$ cat src/rtl/pipeline_pkg.sv
// Shared pipeline definitions for the riscv64i core: the stage-register
// state encoding, the data width used for late side fields, and payload
// widths derived from the packed stage structs.
package pipeline_pkg;

    localparam int XLEN       = 64;
    localparam int DATA_WIDTH = 64;

    typedef enum logic [1:0] {
        EMPTY = 2'd0,
        ONE   = 2'd1,
        FULL  = 2'd2
    } skid_state_t;

    typedef struct packed {
        logic [XLEN-1:0] pc;
        logic [31:0]     instr;
        logic            predTaken;
    } if_id_t;

    typedef struct packed {
        logic [XLEN-1:0] pc;
        logic [XLEN-1:0] rs1Val;
        logic [XLEN-1:0] rs2Val;
        logic [XLEN-1:0] imm;
        logic [4:0]      rd;
        logic [7:0]      ctrl;
    } id_ex_t;

    typedef struct packed {
        logic [XLEN-1:0] aluResult;
        logic [XLEN-1:0] storeData;
        logic [4:0]      rd;
        logic [3:0]      memCtrl;
        logic            regWrite;
    } ex_mem_t;

    localparam int IF_ID_W  = $bits(if_id_t);
    localparam int ID_EX_W  = $bits(id_ex_t);
    localparam int EX_MEM_W = $bits(ex_mem_t);

endpackage

$ cat src/rtl/pipe_stage_skid_ctrl.sv
// Handshake controller for the skid stage register. Tracks how many entries
// the stage holds (EMPTY/ONE/FULL) and tells the datapath which register to
// load each cycle. Upstream ready is registered from the next state so it
// never depends combinationally on downstream ready.
import pipeline_pkg::*;

module pipe_stage_skid_ctrl (
    input  logic clk_i,
    input  logic rst_ni,
    input  logic flush_i,
    input  logic in_valid_i,
    input  logic out_ready_i,
    output logic load_main_o,
    output logic load_skid_o,
    output logic main_from_skid_o,
    output logic in_ready_o,
    output logic out_valid_o
);

    skid_state_t state_q, state_d;
    logic        in_ready_q;
    logic        accept;
    logic        consume;

    assign in_ready_o  = in_ready_q;
    assign out_valid_o = (state_q != EMPTY);
    assign accept      = in_valid_i && in_ready_q;
    assign consume     = out_valid_o && out_ready_i;

    // State and registered upstream ready; ready reflects the state being entered.
    always_ff @(posedge clk_i or negedge rst_ni) begin
        if (!rst_ni) begin
            state_q    <= EMPTY;
            in_ready_q <= 1'b1;
        end else begin
            state_q    <= state_d;
            in_ready_q <= (state_d != FULL);
        end
    end

    // Next state and register load strobes; flush overrides any transfer.
    always_comb begin
        state_d          = state_q;
        load_main_o      = 1'b0;
        load_skid_o      = 1'b0;
        main_from_skid_o = 1'b0;
        if (flush_i) begin
            state_d = EMPTY;
        end else begin
            case (state_q)
                EMPTY: begin
                    if (accept) begin
                        state_d     = ONE;
                        load_main_o = 1'b1;
                    end
                end
                ONE: begin
                    if (accept && consume) begin
                        load_main_o = 1'b1;
                    end else if (accept) begin
                        state_d     = FULL;
                        load_skid_o = 1'b1;
                    end else if (consume) begin
                        state_d = EMPTY;
                    end
                end
                FULL: begin
                    if (consume) begin
                        state_d          = ONE;
                        main_from_skid_o = 1'b1;
                    end
                end
                default: begin
                    state_d = EMPTY;
                end
            endcase
        end
    end

endmodule

$ cat src/rtl/pipe_stage_skid.sv
// Generic pipeline stage register with valid/ready handshake, 2-entry skid
// buffer and synchronous flush. Carries an opaque packed stage payload plus
// a late side field, presented as {late, payload}.
// Optional stall counter enabled by defining PIPE_STAGE_PERF_EN.
import pipeline_pkg::*;

module pipe_stage_skid #(
    parameter int PAYLOAD_W = 256,
    parameter int LATE_W    = DATA_WIDTH
`ifdef PIPE_STAGE_PERF_EN
    ,
    parameter int CNT_W     = 32
`endif
) (
    input  logic                        clk,
    input  logic                        rst_n,
    input  logic                        flush,
    input  logic                        in_valid,
    output logic                        in_ready,
    input  logic [PAYLOAD_W-1:0]        in_payload,
    input  logic [LATE_W-1:0]           in_late,
    output logic                        out_valid,
    input  logic                        out_ready,
    output logic [PAYLOAD_W+LATE_W-1:0] out_data
`ifdef PIPE_STAGE_PERF_EN
    ,
    output logic [CNT_W-1:0]            stall_cycles
`endif
);

    localparam int ENTRY_W = PAYLOAD_W + LATE_W;

    logic [ENTRY_W-1:0] main_q;
    logic [ENTRY_W-1:0] skid_q;
    logic [ENTRY_W-1:0] entry_in;
    logic               load_main;
    logic               load_skid;
    logic               main_from_skid;

    assign entry_in = {in_late, in_payload};
    assign out_data = main_q;

    pipe_stage_skid_ctrl u_ctrl (
        .clk_i           (clk),
        .rst_ni          (rst_n),
        .flush_i         (flush),
        .in_valid_i      (in_valid),
        .out_ready_i     (out_ready),
        .load_main_o     (load_main),
        .load_skid_o     (load_skid),
        .main_from_skid_o(main_from_skid),
        .in_ready_o      (in_ready),
        .out_valid_o     (out_valid)
    );

    // Head entry: takes the incoming entry or promotes the skid entry; holds otherwise.
    always_ff @(posedge clk or negedge rst_n) begin
        if (!rst_n) begin
            main_q <= '0;
        end else if (load_main) begin
            main_q <= entry_in;
        end else if (main_from_skid) begin
            main_q <= skid_q;
        end
    end

    // Skid entry: catches the one entry accepted while the head is stalled.
    always_ff @(posedge clk or negedge rst_n) begin
        if (!rst_n) begin
            skid_q <= '0;
        end else if (load_skid) begin
            skid_q <= entry_in;
        end
    end

`ifdef PIPE_STAGE_PERF_EN
    logic [CNT_W-1:0] stall_q;

    assign stall_cycles = stall_q;

    // Saturating count of cycles the head entry waits on downstream; survives flush.
    always_ff @(posedge clk or negedge rst_n) begin
        if (!rst_n) begin
            stall_q <= '0;
        end else if (out_valid && !out_ready && (stall_q != {CNT_W{1'b1}})) begin
            stall_q <= stall_q + 1'b1;
        end
    end
`endif

endmodule

$ cat config.mk
export PLATFORM = sky130hd
export DESIGN_NAME = pipe_stage_skid
export DESIGN_NICKNAME = d
export VERILOG_FILES = /design/src/rtl/pipeline_pkg.sv /design/src/rtl/pipe_stage_skid_ctrl.sv /design/src/rtl/pipe_stage_skid.sv
export SDC_FILE = /design/constraint.sdc
export NUM_CORES = 1
export LEC_CHECK = 0
export ABC_AREA = 1
export ABC_CLOCK_PERIOD_IN_PS = 2100
export BUFFER_PORTS_ARGS = -buffer_cell sky130_fd_sc_hd__buf_2
export CAP_MARGIN = 25
export CORE_AREA = 2 2 250 252
export DETAILED_ROUTE_END_ITERATION = 10
export DIE_AREA = 0 0 252 254
export GPL_TIMING_DRIVEN = 1
export PLACE_DENSITY = 0.79
export SETUP_SLACK_MARGIN = 0.1
export SYNTH_ARGS = -nofsm -noshare
export SYNTH_HDL_FRONTEND = slang
export SYNTH_SLANG_ARGS = --single-unit
$ cat constraint.sdc
create_clock -name clk -period 2.1 [get_ports clk]
set_input_delay 0.21 -clock clk [delete_from_list [all_inputs] [get_ports clk]]
set_output_delay 0.21 -clock clk [all_outputs]
set_load 0.05 [all_outputs]
==> Yosys cells after proc, flatten, opt, wreduce, memory -nomap -nowiden <==
Index checks and enable logic that the tools add are counted.
{ "word_totals": {"elab_cells": 32, "register_bits": 643} }
{ "classes": {"n_eq_ne": 3, "muxes": 19, "n_reduce_logical": 6} }
{ "op_table": {"columns": ["operator", "count"], "rows": [
  ["$mux 320", 2],
  ["$mux 2", 6],
  ["$mux 1", 9],
  ["$pmux 2 s3", 1],
  ["$reduce_bool 2->1", 2],
  ["$logic_and 1x1->1", 3],
  ["$eq 2x1->1 const B", 1],
  ["$eq 2x2->1 const B", 1],
  ["$logic_not 2->1", 1],
  ["$ne 2x2->1 const B", 1],
  ["$pmux 1 s2", 1]
]} }

==> Depth between registers and ports, before layout <==
{ "depth": {"depth_word": 8, "ltp_mapped": 8} }

==> Modules after synthesis <==
Synthesis repeated with hierarchy kept, for this count alone.
{ "hier_totals": {"cells_unflattened": 3764, "hier_area_um2": 28940.3} }
{ "by_module_without_submodules": {"columns": ["mod", "area_per_inst_um2", "instances", "cells_each", "seq_area_each_um2"], "rows": [
  ["pipe_stage_skid", 28741.3, 1, 3735, 16015.4],
  ["pipe_stage_skid_ctrl", 198.9, 1, 29, 76.3]
]} }

==> Worst setup path before layout <==
Ideal clock, no wire load.
{ "synth_timing": {"kind": "reg-to-reg", "startpoint": "register u_ctrl.in_ready_q (netlist: u_ctrl.in_ready_o)", "endpoint": "register main_q[194] (netlist: out_data[194])", "arrival_ns": 1.702, "stages_incl_launch_ff": 9, "path_slack_ns": 0.329, "cell_sequence": "dfstp_2 > nand2_1 > nor2_4 > inv_2 > nor2_4 > buf_6 > clkbuf_1 > nand2_1 > nand3_1"} }
{ "synth_via": {"elab_chain_len": 6} }
{ "synth_rtl": {"columns": ["element", "line_no", "text"], "rows": [
  ["start, declared", "pipe_stage_skid_ctrl.sv:21", "logic in_ready_q;"],
  ["start signal, assigned", "pipe_stage_skid_ctrl.sv:37", "in_ready_q <= (state_d != FULL);"],
  ["$logic_and 1x1->1 (*)", "pipe_stage_skid_ctrl.sv:27", "assign accept = in_valid_i && in_ready_q;"],
  ["$logic_and 1x1->1", "pipe_stage_skid_ctrl.sv:58", "if (accept && consume) begin"],
  ["$mux 1", "pipe_stage_skid_ctrl.sv:58", null],
  ["$pmux 1 s2 (*)", "pipe_stage_skid_ctrl.sv:50", "case (state_q)"],
  ["$mux 1 (*)", "pipe_stage_skid_ctrl.sv:47", "if (flush_i) begin"],
  ["$mux 320 / $reduce_bool 2->1 (equally long branches)", null, null],
  ["end signal, assigned", "pipe_stage_skid.sv:61", "main_q <= entry_in;"],
  ["end signal, assigned", "pipe_stage_skid.sv:63", "main_q <= skid_q;"],
  ["end, declared", "pipe_stage_skid.sv:33", "logic [ENTRY_W-1:0] main_q;"]
]} }
Every way passes the cells marked *; elsewhere a longest branch is shown, timed or not.
A chain may end at the register's enable or synchronous reset.

==> Worst setup path after layout <==
{ "layout_timing": {"startpoint": "register u_ctrl.in_ready_q (netlist: u_ctrl.in_ready_o)", "endpoint": "register skid_q[104]"} }
{ "layout_via": {"elab_chain_len": 5} }
{ "layout_rtl": {"columns": ["element", "line_no", "text"], "rows": [
  ["$logic_and 1x1->1 (*)", "pipe_stage_skid_ctrl.sv:27", null],
  ["$mux 1 / $logic_and 1x1->1 (equally long branches)", "pipe_stage_skid_ctrl.sv:60, pipe_stage_skid_ctrl.sv:58", null],
  ["$mux 1 (*)", "pipe_stage_skid_ctrl.sv:58", null],
  ["$mux 1 (*)", "pipe_stage_skid_ctrl.sv:50", null],
  ["$mux 1 (*)", "pipe_stage_skid_ctrl.sv:47", null],
  ["end signal, assigned", "pipe_stage_skid.sv:72", "skid_q <= entry_in;"],
  ["end, declared", "pipe_stage_skid.sv:34", "logic [ENTRY_W-1:0] skid_q;"]
]} }
Marked as above.

==> reports/qor.yml <==
cp_data_required_time_ns: 2.60
synth-compound-area-share_pct: 0.0909
timing.setup.critical_path_class: "reg -> reg"
synthesized_net_count: 3518
max-vdd-ir-drop_uv: 800
avgSynthCellArea_um2: 8.62
footprint_of_the_multi_input_gates_um2: 10200
synthDistinctLibCells: 18
timing.final.hold_violations: 0
sequential_cell_area_um2: 16100
cts_num_sinks: 643
postRouteWirelength_um: 103000
worst_setup_skew_after_layout_ns: 0.0299
critPathTopFamily: "simple AND/OR/NAND/NOR gates"
worst_path_max_delay_cell: "dfstp_2"
fin_tns_setup_ns: 0
drv_cap: 0
syn2layout_area_growth_pct: 36.6
mostFrequentLayoutCells: "1277 x nand3_1, 969 x nand2_1, 645 x buf_2"
rows: 91
rsz0062_at_grt: "true"
grt_antenna_before_repair: 8
min_period_ns: 1.98
max_stage_delay_ns: 0.52
die_width_um: 252
yosysWarnings: 0
ant_nets: 0
pin_count: 647
maxClockFrequency_ghz: 0.506
initial_core_util_pct: 44.9
timing.critical_path.to_type: "flip-flop"
clock_tree.root_cell: "clkbuf_16"
crit_arrival_ns: 2.48
seq_area_frac_synth_pct: 58.5
grt_overflow: 0
max_slew.worst_pin.slew_ns: 0.658
postCtsSetupBuffers: 0
met2RoutedLength_um: 48200
met3WireLength_um: 10500
highest-signal-layer: "met5"
cts_inserted_buffers: 72
final_max_slew_viol_count: 0
vias_in_the_first_global_route: 29000
largest_net_degree_at_the_start_of_global_routing: 111
finalSetupViolCount: 0
1st_pass_router_iterations: 8
synth_xor_area_share_pct: 0
min_from: "in_valid"
post_drt_wl_per_cell_um: 21.0
crit_path_start: "u_ctrl.in_ready_o$_DFF_PN1_"
hold-worst-slack_ns: 0.0840
adder_cell_share_of_the_synthesized_area_pct: 0
core_um2: 61300
synth_cells: 3193
finish.instance_area_um2: 37600
clock_tree.htree_level_count: 3
tritoncts_clock_tree: "built"
num-nets-final: 4390
post_synth_and_or_nand_nor_area_fraction_pct: 36.7
mappedNetlistArea_um2: 27500
numPortBuffers: 646
worst_skew_pair.late_latency_ns: 0.63
status: "finished, final reports clean"
viasPerCell: 5.93
dr.first_iter.drc_count: 3826
remaining_drc_errors: 0
critical_path.cell_chain: "nand2_1 -> nor2_4 -> buf_4 -> nand2_4 -> buf_12 -> nand2_1 -> nand2_1"
power_per_cell_area_nw_per_um2: 1080
critPathLaunchType: "flip-flop"
globalRouteTotalUtil_pct: 31.4
worstPathMaxFanout: 110
period_share_pct: 94.2
clock_slew_at_reported_path_ffs_ns: 0.06
design_power_mw: 40.5
synth_seq_cells: 643
die_y_um: 254
mostFrequentLayoutCell: "nand3_1"
grt_pass1_wl_um: 160000
dpl.hpwl_um: 59200
m1WireLength_um: 37300
static-leakage-power_nw: 19.4
critPathMostFrequentCell: "nand2_1"
placement.cell_area_um2: 31900
synth_top_family_by_area: "simple AND/OR/NAND/NOR gates"
crit-reg2reg-launch: "u_ctrl.in_ready_o$_DFF_PN1_"
synthMuxAreaShare_pct: 0
holdCritPathClass: "in -> reg"
die_area_um2: 64000
timing.critical_path.buf_inv: 2
slew-limit-headroom_pct: 56.1
layout.filler_cells: 4695
finalWeightedCongestion: 0.886
drive_gt1_share_pct: 21.5
cts_max_path_buffers: 3
vias: 29200
==> synth_stat cells (all sizes together) <==
master | number | area (um^2)
o21ai | 2 | 10.0
nor2 | 7 | 53.8
inv | 8 | 30.0
nand2 | 972 | 3650
dfrtp | 642 | 16100
buf | 161 | 822
clkbuf | 119 | 447
or2 | 1 | 6.26
dfstp | 1 | 26.3
a21oi | 3 | 15.0
nand3 | 1277 | 6390
==> per-layer routing <==
| metal | global-route usage, % | vias up |
|---|---|---|
| met1 | 37.9 | 14000 |
| met5 | 0.618 | - |
| met3 | 8.91 | 574 |
| met2 | 49.4 | 2144 |
| li1 | - | 12500 |
| met4 | 20.5 | 2 |
==> flip-flops by register name (all words and copies together), names as in the netlist <==
name	flops
out_data	320
skid_q	320
u_ctrl.state_q	2
u_ctrl.in_ready_o	1
==> final timing paths <==
| kind | to | slack [ns] | cells past startpoint |
|---|---|---|---|
| setup / recovery | skid_q[104]$_DFFE_PN0P_ | 0.12 | 7 |
| hold / removal | u_ctrl.state_q[0]$_DFF_PN0_ | 0.08 | 4 |
| setup reg to reg | skid_q[104]$_DFFE_PN0P_ | 0.12 | 7 |
| hold reg to reg | skid_q[145]$_DFFE_PN0P_ | 0.47 | 2 |
| max in group asynchronous | out_data[221]$_DFFE_PN0P_ | 1.06 | 3 |
| min in group asynchronous | out_data[107]$_DFFE_PN0P_ | 0.16 | 2 |
==> where the power goes <==
part | internal (mW) | switching, mW | leakage [nW]
Sequential | 15.1 | 1.74 | 8.07
Combinational | 2.88 | 7.82 | 10.1
Clock | 7.46 | 5.53 | 1.20
==> per-stage QoR <==
| step | instances | util, % | setup WS (ns) |
|---|---|---|---|
| finish | 4918 | 61.4 | 0.122 |
| global route | 4916 | 61.4 | 0.0427 |
| CTS | 4910 | 61.3 | 0.151 |
| detailed placement | 4457 | 52.1 | 0.180 |
| global placement | 4457 | 52.1 | 0.239 |
| floorplan | 3193 | - | 0.329 |
==> kinds of logic after synthesis <==
group           count (synthesis)
simple gates                 2257
buf+inv                       288
compound gates                  5
flops                         643
==> worst min-delay path, stage by stage <==
cell and delay, ns:
buf_2 0.15, nand2_1 0.14, nand2_1 0.08, a21oi_1 0.06
==> what timing repair did <==
item,CTS,global route
setup endpoints to repair,0,31
hold buffers,323,0
resized for setup,0,2
hold endpoints to repair,813,0
==> layout make-up <==
cell class | instances | share of cell area [%]
Sequential cell | 643 | 42.8
Timing Repair Buffer | 1077 | 20.9
Antenna cell | 7 | 0.0466
Inverter | 8 | 0.0799
Multi-Input combinational cell | 2263 | 27.1
Clock buffer | 98 | 5.45
Tap cell | 790 | 2.63
Clock inverter | 32 | 1.03
No activity file was read; power rests on OpenSTA's default activity.
